`src/rtl/sprite_pkg.sv`:
```
// Shared sprite constants and types.
// The ROM geometry lives here, together with the return-pipeline entry type
// used by sprite_rom_server.
package sprite_pkg;

    localparam int CIDXW       = 3;                     // colour index width
    localparam int CAT_WIDTH   = 30;
    localparam int CAT_HEIGHT  = 32;
    localparam int CATROMDEPTH = CAT_WIDTH * CAT_HEIGHT; // 960 words
    localparam int AW          = $clog2(CATROMDEPTH);    // 10 address bits

    // Up to eight requesters share one ROM, so a client id fits in 3 bits.
    localparam int MAX_CLIENTS = 8;
    typedef logic [$clog2(MAX_CLIENTS)-1:0] client_id_t;

    // One slot of the return pipeline. It tracks a read from issue until its
    // data comes back from the ROM.
    typedef struct packed {
        logic       valid;
        client_id_t id;
    } ret_entry_t;

endpackage

```
`src/rtl/sprite_rom_server_if.sv`:
```
// Client-side bundle of the sprite ROM read interface.
// The master side belongs to the sprite engines and the slave side to
// sprite_rom_server. Client i uses bits [i*AW +: AW] of addr and bits
// [i*DW +: DW] of rd_data.
interface sprite_rom_server_if
    import sprite_pkg::*;
#(
    parameter int N_CLIENTS = 4,
    parameter int AW        = sprite_pkg::AW,
    parameter int DW        = sprite_pkg::CIDXW
);
    logic [N_CLIENTS-1:0]    req;
    logic [N_CLIENTS*AW-1:0] addr;
    logic [N_CLIENTS-1:0]    gnt;
    logic [N_CLIENTS-1:0]    rd_valid;
    logic [N_CLIENTS*DW-1:0] rd_data;

    modport master (output req, addr, input gnt, rd_valid, rd_data);
    modport slave  (input req, addr, output gnt, rd_valid, rd_data);
endinterface

```
`src/rtl/sprite_rom_server_rr_arbiter.sv`:
```
// Round-robin arbiter, N requesters.
// The search starts one past the most recent winner, so a client that was
// just served drops to the lowest priority. After reset client 0 wins first.
// The grant is combinational and is forced to zero while Reset is high.
module rr_arbiter
    import sprite_pkg::*;
#(
    parameter int N  = 4,
    parameter int IW = (N > 1) ? $clog2(N) : 1
) (
    input  logic          board_clk,
    input  logic          Reset,
    input  logic [N-1:0]  req,
    output logic [N-1:0]  gnt,
    output logic [IW-1:0] winner,
    output logic          valid
);

    logic [IW-1:0] last;
    logic [IW-1:0] cand;

    // Pick the first active request after last, wrapping modulo N.
    always_comb begin
        // NOTE: every output of this block gets a default first; otherwise a
        // path that skips an assignment would infer a latch.
        gnt    = '0;
        winner = last;
        valid  = 1'b0;
        cand   = '0;
        if (!Reset) begin
            for (int k = 1; k <= N; k++) begin
                cand = IW'((int'(last) + k) % N);
                if (!valid && req[cand]) begin
                    valid  = 1'b1;
                    winner = cand;
                end
            end
        end
        if (valid) gnt[winner] = 1'b1;
    end

    // Move the priority pointer to the winner. Hold it when no client requests.
    always_ff @(posedge board_clk or posedge Reset) begin
        // NOTE: sequential state uses non-blocking assignments only, so every
        // flop samples values from before the clock edge.
        if (Reset)      last <= IW'(N - 1);
        else if (valid) last <= winner;
    end

endmodule

```
`src/rtl/sprite_rom_server.sv`:
```
// sprite_rom_server: shares one synchronous sprite ROM among N_CLIENTS sprite
// engines.
// Each cycle a round-robin arbiter picks one requester and registers its
// address onto rom_addr. A {valid, id} shift register of depth ROM_LAT+1
// tracks each read until rom_data is valid. The returned data then goes into
// the requesting client's rd_data slice, and that client's rd_valid pulses for
// one cycle. The result appears ROM_LAT+2 cycles after the grant.
// Optional build macro SPRITE_ROM_STATS_EN adds a saturating counter on
// stall_cnt: it counts cycles in which a client lost arbitration. Without the
// macro, stall_cnt is tied to zero.
module sprite_rom_server
    import sprite_pkg::*;
#(
    parameter int N_CLIENTS = 4,
    parameter int AW        = sprite_pkg::AW,
    parameter int DW        = sprite_pkg::CIDXW,
    parameter int ROM_LAT   = 1
) (
    input  logic                board_clk,
    input  logic                Reset,
    sprite_rom_server_if.slave  cl,
    output logic [AW-1:0]       rom_addr,
    input  logic [DW-1:0]       rom_data,
    output logic [15:0]         stall_cnt
);

    localparam int IW = (N_CLIENTS > 1) ? $clog2(N_CLIENTS) : 1;

    logic [IW-1:0] winner;
    logic          granted;
    logic [AW-1:0] win_addr;
    ret_entry_t    pipe [ROM_LAT+1];
    ret_entry_t    tail;

    rr_arbiter #(.N(N_CLIENTS), .IW(IW)) u_arb (
        .board_clk (board_clk),
        .Reset     (Reset),
        .req       (cl.req),
        .gnt       (cl.gnt),
        .winner    (winner),
        .valid     (granted)
    );

    // Select the address of the granted client. The grant is one-hot.
    always_comb begin
        win_addr = '0;
        for (int i = 0; i < N_CLIENTS; i++) begin
            if (cl.gnt[i]) win_addr = cl.addr[i*AW +: AW];
        end
    end

    // Register the winning address. Hold it when there is no grant.
    always_ff @(posedge board_clk or posedge Reset) begin
        if (Reset)        rom_addr <= '0;
        else if (granted) rom_addr <= win_addr;
    end

    // Shift {valid, id} along with the ROM read. A cycle with no grant pushes
    // a bubble.
    always_ff @(posedge board_clk or posedge Reset) begin
        if (Reset) begin
            for (int i = 0; i <= ROM_LAT; i++) pipe[i] <= '0;
        end else begin
            pipe[0] <= '{valid: granted, id: client_id_t'(winner)};
            for (int i = 1; i <= ROM_LAT; i++) pipe[i] <= pipe[i-1];
        end
    end

    assign tail = pipe[ROM_LAT];

    // Deliver the returning word to its client. Other clients' slices hold.
    always_ff @(posedge board_clk or posedge Reset) begin
        // NOTE: the per-client data registers are reset as well. Clients must
        // see all-zero rd_data after reset, not leftover ROM words.
        if (Reset) begin
            cl.rd_valid <= '0;
            cl.rd_data  <= '0;
        end else begin
            cl.rd_valid <= '0;
            for (int i = 0; i < N_CLIENTS; i++) begin
                if (tail.valid && tail.id == client_id_t'(i)) begin
                    cl.rd_valid[i]         <= 1'b1;
                    cl.rd_data[i*DW +: DW] <= rom_data;
                end
            end
        end
    end

`ifdef SPRITE_ROM_STATS_EN
    // Count cycles where some requester was left waiting. Saturates at all-ones.
    always_ff @(posedge board_clk or posedge Reset) begin
        if (Reset) begin
            stall_cnt <= '0;
        end else if (|(cl.req & ~cl.gnt) && stall_cnt != 16'hFFFF) begin
            stall_cnt <= stall_cnt + 16'd1;
        end
    end
`else
    assign stall_cnt = 16'h0000;
`endif

endmodule

```
`src/flat_wrapper.sv`:
```
// flat-port wrapper written by rule: the top's interface ports become plain ports
module sprite_rom_server_flat import sprite_pkg::*;
#(
    parameter int N_CLIENTS = 4,
    parameter int AW        = sprite_pkg::AW,
    parameter int DW        = sprite_pkg::CIDXW,
    parameter int ROM_LAT   = 1
)
  (board_clk, Reset, rom_addr, rom_data, stall_cnt, cl_req, cl_addr, cl_gnt, cl_rd_valid, cl_rd_data);
  sprite_rom_server_if #(.N_CLIENTS(N_CLIENTS), .AW(AW), .DW(DW)) cl_i ();
  input  logic board_clk;
  input  logic Reset;
  output logic [AW-1:0] rom_addr;
  input  logic [DW-1:0] rom_data;
  output logic [15:0] stall_cnt;
  input wire logic [$bits(cl_i.req)-1:0] cl_req;
  input wire logic [$bits(cl_i.addr)-1:0] cl_addr;
  output wire logic [$bits(cl_i.gnt)-1:0] cl_gnt;
  output wire logic [$bits(cl_i.rd_valid)-1:0] cl_rd_valid;
  output wire logic [$bits(cl_i.rd_data)-1:0] cl_rd_data;
  assign cl_i.req = cl_req;
  assign cl_i.addr = cl_addr;
  assign cl_gnt = cl_i.gnt;
  assign cl_rd_valid = cl_i.rd_valid;
  assign cl_rd_data = cl_i.rd_data;
  sprite_rom_server #(.N_CLIENTS(N_CLIENTS), .AW(AW), .DW(DW), .ROM_LAT(ROM_LAT)) u_core (.board_clk(board_clk), .Reset(Reset), .cl(cl_i), .rom_addr(rom_addr), .rom_data(rom_data), .stall_cnt(stall_cnt));
endmodule
```
`config.mk`:
```
export PLATFORM = sky130hd
export DESIGN_NAME = sprite_rom_server_flat
export DESIGN_NICKNAME = d
export VERILOG_FILES = /design/src/rtl/sprite_pkg.sv /design/src/rtl/sprite_rom_server_if.sv /design/src/rtl/sprite_rom_server_rr_arbiter.sv /design/src/rtl/sprite_rom_server.sv /design/src/flat_wrapper.sv
export SDC_FILE = /design/constraint.sdc
export NUM_CORES = 1
export LEC_CHECK = 0
export CAP_MARGIN = 10
export CORE_ASPECT_RATIO = 0.75
export CORE_MARGIN = 2
export CORE_UTILIZATION = 40
export CTS_CLUSTER_SIZE = 30
export DETAILED_ROUTE_END_ITERATION = 10
export PLACE_DENSITY_LB_ADDON = 0.3
export SLEW_MARGIN = 20
export SYNTH_ARGS = -nofsm -noshare
export SYNTH_HDL_FRONTEND = slang
export SYNTH_HIERARCHICAL = 1
export SYNTH_SLANG_ARGS = --single-unit
```
`constraint.sdc`:
```
create_clock -name board_clk -period 5.7 [get_ports board_clk]
set_input_delay 0.855 -clock board_clk [delete_from_list [all_inputs] [get_ports board_clk]]
set_output_delay 0.855 -clock board_clk [all_outputs]
set_load 0.05 [all_outputs]
```
# ---- Word-level counts from Yosys, hierarchy flattened
# Index checks and enable logic that the tools add are counted.
# W data, S select, Z words.
dict set report totals {
  regBits 34
  latch_bits 0
  mem_bits_rw 0
  rom_bits 0
  inputBits 49
  out_inout_bits 46
  elab_cells 68
  n_memories 0
}
dict set report classes {
  addsub 4
  n_mul 0
  div 0
  magnitude_cmp 6
  n_eq_ne 3
  shift 0
  mux 32
  bitwise 0
  reduce_logical 12
}
# cell count
set ops {}
lappend ops {{$mux W10} 4}
lappend ops {{$mux W1} 17}
lappend ops {{$lt A2 B3 Y1 const B} 5}
lappend ops {{$mux W2} 5}
lappend ops {{$bmux W1 S2} 4}
lappend ops {{$logic_and A1 B1 Y1} 8}
lappend ops {{$add A2 B1 Y2 const B} 2}
lappend ops {{$add A2 B2 Y2 const B} 2}
lappend ops {{$eq A2 B2 Y1 const B} 2}
lappend ops {{$mux W4} 1}
lappend ops {{$logic_not A1 Y1} 3}
lappend ops {{$logic_not A3 Y1} 1}
lappend ops {{$demux W1 S2} 1}
lappend ops {{$eq A2 B1 Y1 const B} 1}
lappend ops {{$ge A2 B1 Y1 const B} 1}

# ---- Longest topological paths before layout
dict set report logic_depth {
  depth_word 26
  mapped_depth 7
}

# ---- Hierarchy
# Netlist, hierarchy kept.
# module n_inst cells_each area_per_inst_um2 seq_area_each_um2
set modules_own_cells {}
lappend modules_own_cells {sprite_rom_server 1 128 1579.0 800.8}
lappend modules_own_cells {rr_arbiter 1 40 280.3 52.6}

# ---- Worst setup path before layout
# Ideal clock, no wire load.
dict set report synth_timing {
  kind {input-to-output}
  start {input port cl_req[3]}
  end {output port cl_gnt[1]}
  arrival_ps 2153
  t_required_ps 4845
  slack_ps 2692
  stages 4
  n_path_buf 0
  cell_sequence {nor2b_1 > o31ai_2 > o21ai_2 > nor3_2}
}
dict set report synth_via {
  elab_chain_cells 21
  word_cells_on_any_way 33
  cone_classes {2 x order compare; 24 x mux; 7 x reduce/logical}
}
# item line_no
set synth_rtl {}
lappend synth_rtl {{start: declaration} flat_wrapper.sv:16} ;# input wire logic [$bits(cl_i.req)-1:0] cl_req;
lappend synth_rtl {{$bmux W1 S2} sprite_rom_server_rr_arbiter.sv:33} ;# if (!valid && req[cand]) begin
lappend synth_rtl {{$mux W1 (implied by the code)} sprite_rom_server_rr_arbiter.sv:33}
lappend synth_rtl {{$mux W1} sprite_rom_server_rr_arbiter.sv:33}
lappend synth_rtl {{$mux W1} sprite_rom_server_rr_arbiter.sv:30} ;# if (!Reset) begin
lappend synth_rtl {{$logic_not A1 Y1} sprite_rom_server_rr_arbiter.sv:33}
lappend synth_rtl {{$logic_and A1 B1 Y1} sprite_rom_server_rr_arbiter.sv:33}
lappend synth_rtl {{$mux W1} sprite_rom_server_rr_arbiter.sv:33}
lappend synth_rtl {{$mux W1} sprite_rom_server_rr_arbiter.sv:30}
lappend synth_rtl {{(+6 left out)} n/a}
lappend synth_rtl {{$mux W2 (*)} sprite_rom_server_rr_arbiter.sv:33}
lappend synth_rtl {{$mux W2 (*)} sprite_rom_server_rr_arbiter.sv:30}
lappend synth_rtl {{net u_core.winner[1]} sprite_rom_server.sv:29} ;# logic [IW-1:0] winner;
lappend synth_rtl {{$lt A2 B3 Y1 (implied by the code) or $ge A2 B1 Y1 (tied branches)} sprite_rom_server_rr_arbiter.sv:39} ;# if (valid) gnt[winner] = 1'b1;
lappend synth_rtl {{$logic_and A1 B1 Y1 (implied by the code)} sprite_rom_server_rr_arbiter.sv:39}
lappend synth_rtl {{$mux W1 (implied by the code)} sprite_rom_server_rr_arbiter.sv:39}
lappend synth_rtl {{$demux W1 S2 (*)} sprite_rom_server_rr_arbiter.sv:39}
lappend synth_rtl {{$mux W4 (*)} sprite_rom_server_rr_arbiter.sv:39}
lappend synth_rtl {{end: declaration} flat_wrapper.sv:18} ;# output wire logic [$bits(cl_i.gnt)-1:0] cl_gnt;
# Mark *: on every way through the listed nets, which the timed path passes. The rest lies on a longest branch. The select of a mux whose other input is x is not followed.

# ---- Worst setup path after layout
# Same ends and word-level chain as after synthesis.

==> impl_metrics.py <==
metrics = {
    "outcome": {
        "status": "completed",
    },
    "layout": {
        "diodes": 0,
        "fillers": 384,
        "seqCellArea_um2": 853.3,
        "syn_to_final_growth_pct": 45.96,
        "post-route-util_pct": 60.76,
        "nNetsFinal": 299,
        "drive_gt1_share_pct": 17.13,
        "final_area_um2": 2714,
        "multiInputGateArea_um2": 864.6,
        "final_cells": 308,
    },
    "place": {
        "dp_slack_ns": 1.647,
        "dpl.hpwl_um": 3408,
        "dp_cells": 300,
        "place_congestion": 0.9177,
        "io_buffers": 78,
        "placed_area_um2": 2619,
    },
    "routing": {
        "drtIter0Drc": 54,
        "vias_per_cell": 4.955,
        "first_pass_iters": 5,
        "wire_per_inst_um": 14.56,
        "drc": 0,
        "drtAntennaViolNets": 0,
        "totalWireLength_um": 4484,
        "via_count": 1526,
    },
    "job": {
        "drv.max_cap_violation_count": 0,
    },
    "sta": {
        "fmax_mhz": 246.1,
        "finalSetupViolCount": 0,
        "timing.final.ws_setup_ns": 1.637,
        "tightestPinTransition_ns": 0.5627,
        "rsz0062_at_grt": "false",
        "finalMaxSlewViolations": 0,
        "fin_skew_ns": 0.009486,
        "fin_setup_tns_ns": 0,
        "fin_crit_ns": 4.063,
        "hold_violations": 0,
        "post-route-period-util_pct": 71.27,
        "slew-limit-headroom_pct": 62.49,
    },
    "clock_tree": {
        "root_buffer": "clkbuf_8",
        "clkTransAtPathRegs_ns": 0.06,
        "h-tree-depth": 2,
        "post_cts_resized": 0,
        "insertion_delay_ns": 0.28,
        "cts.sink_count": 34,
        "clk_path_buf_depth": 2,
        "cts_tree": "done",
        "post_cts_buffers": 0,
        "numCtsBuffers": 5,
        "cts_hold_buf": 0,
    },
    "floorplanning": {
        "die_w_um": 82.73,
        "dieArea_um2": 5215,
        "chipHeight_um": 63.05,
        "rows": 21,
        "ioPinCount": 95,
        "start_util_pct": 41.62,
        "coreArea_um2": 4467,
    },
    "setup_path": {
        "worstSetupStartpointType": "input pin",
        "rr_startpoint": "u_core/u_arb/last[0]",
        "crit_start": "cl_req[3]",
        "crit_fanout": 12,
        "regToRegSetupSlack_ns": 3.45,
        "r2r_cells": 8,
        "cp-endpoint": "cl_gnt[1]",
        "critPathCaptureType": "output port",
        "critPathKind": "in2out",
        "critPathArrivalTime_ns": 3.21,
        "required_ns": 4.85,
        "r2r-end": "u_core/rom_addr[8]",
    },
    "logic_synthesis": {
        "yosys_most_used_dff": "dfrtp_1",
        "async_flop_share_pct": 100.0,
        "yosysWarningCount": 6,
        "synth.cell_area_um2": 1859,
        "synth-edff-count": 0,
        "synth_area_leaders": "dfrtp_1 (43%), a41oi_2 (8.7%), mux2_2 (7.3%)",
        "post-synth-top-count-cell": "dfrtp_1",
        "ys_top_cells_by_count": "dfrtp_1 (32), nand2_1 (21), buf_4 (16)",
        "yosysSeqAreaShare_pct": 45.90,
        "ys_types": 29,
        "synthCells": 168,
        "yosysTopAreaCell": "dfrtp_1",
        "synth_top_area_share_pct": 43.07,
        "avgSynthCellArea_um2": 11.07,
        "synth_seq_cells": 34,
    },
    "global_routing": {
        "grt_max_degree": 33,
        "grt_usage_pct": 17.91,
        "grt_overflow": 0,
        "antenna_found_initial": 0,
        "grt_pass1_wl_um": 7079,
        "grt_pass1_vias": 1473,
    },
    "min_path": {
        "hold_path_class": "reg2reg",
    },
    "power": {
        "leakagePower_nw": 1.075,
        "power.density_nw_per_um2": 529.1,
        "ir_drop_mv": 0.3248,
    },
}
cell families (layout without fill, tap and decap cells):
kind of cell           count (synthesis)  count (layout)  synth area share (%)
AOI/OAI and AO/OA                     33              33                 17.09
buffers and inverters                 28              96                 10.63
DFF                                   34              34                 45.90
muxes                                 12              12                 7.268
other                                  1              16                0.2017
and+or+nand+nor                       60              60                 18.91
power breakdown:
part	leakage [nW]	internal, W	total [W]	switching [W]
sequential	0.405	0.000351	0.000418	0.0000677
clock	0.0472	0.0000970	0.000181	0.0000842
combinational	0.622	0.000309	0.000836	0.000527
area by class of cell:
class                   count  area share, %
well taps                  57          2.628
inverters                   7         0.9682
multi-input cells         121          31.86
clock inverters             2         0.4610
repair buffers             81          29.60
clock buffers               6          3.043
flip-flops and latches     34          31.44
state kept, by name (all words and copies together) (netlist names):
signal / cells
u_core/rom_addr: 10
u_core/u_arb/last: 2
u_core/cl.rd_valid: 4
u_core/cl.rd_data: 12
u_core/pipe: 6
metal layers:
| layer | vias to the layer above | share of wire (%) | GRT usage [%] |
|---|---|---|---|
| li1 | 728 | - | - |
| met1 | 731 | 47 | 24.89 |
| met2 | 63 | 44 | 26.61 |
| met3 | 4 | 7.0 | 4.913 |
| met4 | 0 | 1.3 | 6.352 |
| met5 | - | 0 | 0 |
stage by stage:
step | hold WS [ns] | total power, W
final | 0.3493 | 0.001436
after global routing | 0.3537 | 0.001511
after CTS | 0.3510 | 0.001445
after detailed placement | 0.3364 | 0.001259
after global placement | 0.3331 | 0.001248
after floorplan | 0.3312 | 0.001000
critical path: stages:
cell and delay (ns):
clkdlybuf4s50_1 0.51, nor2b_1 0.20, o31ai_2 0.27, o21ai_2 0.14, nor3_2 0.18, buf_4 0.22
clkdlybuf4s50_1 0.83
worst min path at each step:
stage | start | to | cells after the start
3_3_place_gp | u_core/pipe[4] | u_core/pipe[0] | 0
3_5_place_dp | u_core/pipe[4] | u_core/pipe[0] | 0
6_report | u_core/pipe[4] | u_core/pipe[0] | 0
4_1_cts | u_core/pipe[4] | u_core/pipe[0] | 0
2_1_floorplan | u_core/pipe[4] | u_core/pipe[0] | 0
5_1_grt | u_core/pipe[4] | u_core/pipe[0] | 0
placed cells by master, fill, tap and decap left out, types with 2 or more instances in the layout:
cell type / n
a211oi_1: 2
a21o_1: 3
a41oi_2: 10
buf_4: 3
clkbuf_8: 6
clkdlybuf4s50_1: 78
conb_1: 16
dfrtp_1: 32
dfstp_2: 2
inv_1: 7
mux2_2: 12
nand2_1: 21
nand2b_1: 3
nand3_1: 2
nand3b_1: 13
nor2_1: 8
nor2b_1: 4
nor3_2: 2
nor3b_4: 2
o21ai_0: 4
o22ai_1: 11
No activity file was read; power rests on OpenSTA's default activity.
==> patch: new RTL, same settings <==
`N_CLIENTS` is set to 4 in 3 places; all go to 8.
--- a/src/rtl/sprite_rom_server_if.sv
+++ b/src/rtl/sprite_rom_server_if.sv
@@ -5,7 +5,7 @@
 interface sprite_rom_server_if
     import sprite_pkg::*;
 #(
-    parameter int N_CLIENTS = 4,
+    parameter int N_CLIENTS = 8,
     parameter int AW        = sprite_pkg::AW,
     parameter int DW        = sprite_pkg::CIDXW
 );
--- a/src/rtl/sprite_rom_server.sv
+++ b/src/rtl/sprite_rom_server.sv
@@ -11,7 +11,7 @@
 module sprite_rom_server
     import sprite_pkg::*;
 #(
-    parameter int N_CLIENTS = 4,
+    parameter int N_CLIENTS = 8,
     parameter int AW        = sprite_pkg::AW,
     parameter int DW        = sprite_pkg::CIDXW,
     parameter int ROM_LAT   = 1
--- a/src/flat_wrapper.sv
+++ b/src/flat_wrapper.sv
@@ -1,7 +1,7 @@
 // flat-port wrapper written by rule: the top's interface ports become plain ports
 module sprite_rom_server_flat import sprite_pkg::*;
 #(
-    parameter int N_CLIENTS = 4,
+    parameter int N_CLIENTS = 8,
     parameter int AW        = sprite_pkg::AW,
     parameter int DW        = sprite_pkg::CIDXW,
     parameter int ROM_LAT   = 1
Interface: changed (5 resized); port bits go from 95 to 159. The function was not compared with the original's and may differ.
==> patch against the unedited design <==
Synthesized cell count rose to 2.7 times the old value; register-to-register slack worse by 2.8 ns; die area up 110%; synthesized area is 110% higher; sequential power is 65% higher; hold slack worse by 0.0029 ns; power grew to 2.7 times the old value; core utilization decreased by 2.1 points; routed wire length rose to 2.7 times the old value; setup slack got worse by 1.3 ns; sequential cell count up 19; final area grew 110%; count of clock-buffer cells in the layout unchanged; critical endpoint is now cl_gnt[7]; largest cell class unchanged; highest routed layer unchanged.
==> patch: results (changes against the unedited design) <==
status=completed (unchanged); Final GP Congestion=0.955 (was 0.918); top cells by area, synth=dfrtp_1 (32%), nand2_1 (6.6%), mux2_2 (6.0%) (was dfrtp_1 (43%), a41oi_2 (8.7%), mux2_2 (7.3%)); Syn Inst Count=450 (was 168); Final setup viols=0 (unchanged); CP max stage delay=0.85 ns (was 0.83 ns); VDD IR-drop max=0.458 mV (was 0.325 mV); Placed Instances=710 (was 300); Metal-1 WL=5.06 mm (was 2.13 mm); Static Leak=2.37 nW (was 1.07 nW); GRT Overall Usage=22.8% (was 17.9%); reg2reg end=u_core/rom_addr[6]$_DFFE_PP0P_ (was u_core/rom_addr[8]$_DFFE_PP0P_); CP Launch Point=cl_req[1] (was cl_req[3]); CP delay by family, top=buffers and inverters (unchanged); Netlist cell types=60 (was 29); Synth async-reset ratio=100% (unchanged); I/O Buffers=142 (was 78); Place WS=0.412 ns (was 1.65 ns); reg2reg setup slack=0.67 ns (was 3.45 ns); Global Route met3 Usage=6.79% (was 4.91%); DR WL/cell=17.2 um (was 14.6 um); Antenna Cells=0 (unchanged); nets@finish=680 (was 299); Worst Skew=0.00813 ns (was 0.00949 ns); Critical Path End=cl_gnt[7] (was cl_gnt[1]); vias post-DR=4,126 (was 1,526); layout cell share with drive strength beyond 1=13.3% (was 17.1%); metal3 WL=1.28 mm (was 316 um); Crit Path Max Fanout=8 (was 12); routing usage on met1=30.8% (was 24.9%); min-delay src=u_core/pipe[5]$_DFF_PP0_ (was u_core/pipe[4]$_DFF_PP0_); initial DRC count=343 (was 54); worst slew pin tran=0.971 ns (was 0.563 ns); HPWL after detailed placement=9.86 mm (was 3.41 mm); worst r2r src=u_core/u_arb/last[1]$_DFFE_PP1P_ (was u_core/u_arb/last[0]$_DFFE_PP1P_); clk root buf=clkbuf_16 (was clkbuf_8); Hold Path End=u_core/pipe[1]$_DFF_PP0_ (was u_core/pipe[0]$_DFF_PP0_); vias in the first global route=3,933 (was 1,473); Filler cells=830 (was 384); first-pass GRT wire length=19.9 mm (was 7.08 mm); placed cell area=5500 sq um (was 2620 sq um); Vias/cell=5.75 (was 4.95); largest net degree at the start of global routing=51 (was 33); Post-synth top cells=nand2_1 (70), dfrtp_1 (50), inv_1 (32), nor2_1 (29), a21oi_1 (28) (was dfrtp_1 (32), nand2_1 (21), buf_4 (16), nand3b_1 (13), mux2_2 (12)); met2 global-route usage=36.2% (was 26.6%); largest registers=u_core/cl.rd_data: 24 flops, u_core/rom_addr: 10 flops (was u_core/cl.rd_data: 12 flops, u_core/rom_addr: 10 flops, u_core/pipe: 6 flops); Area Growth Syn to Fin=42.9% (was 46.0%); Setup Buffers After CTS=0 (unchanged); f_max=187 MHz (was 246 MHz); Hold Crit Depth=0 (unchanged); Post-Route Hold Slack=0.346 ns (was 0.349 ns); Hold Path Class=reg2reg (unchanged); cell taking the most area after synthesis=dfrtp_1 (unchanged); wire length on met2=5.72 mm (was 1.98 mm); register area share after synthesis=33.5% (was 45.9%); Worst Reg-to-Reg Cells=13 (was 8)
patch: final cells by class:
type / count / share of cell area (%)
clock inverter: 2 / 0.684
tap: 132 / 2.91
timing repair buffer: 151 / 27.1
sequential: 53 / 23.5
inverter: 35 / 2.34
clock buffer: 6 / 2.27
multi-input combinational: 339 / 41.3
patch: cells by family (layout without fill, tap and decap cells):
| family | count (synthesis) | count (layout) | synth area share [%] |
|---|---|---|---|
| adders and majority gates | 2 | 2 | 0.631 |
| xor gates and xnor gates | 4 | 4 | 1.07 |
| DFF | 53 | 53 | 33.5 |
| buffers and inverters | 73 | 194 | 9.12 |
| AOI/OAI and AO/OA | 122 | 122 | 21.7 |
| muxes | 46 | 46 | 15.4 |
| other | 1 | 16 | 0.0946 |
| and+or+nand+nor | 149 | 149 | 18.4 |
patch: report_power, final:
part | switching (mW) | total, mW | internal (mW)
combinational | 1.78 | 2.90 | 1.11
clock | 0.125 | 0.333 | 0.208
sequential | 0.132 | 0.688 | 0.556
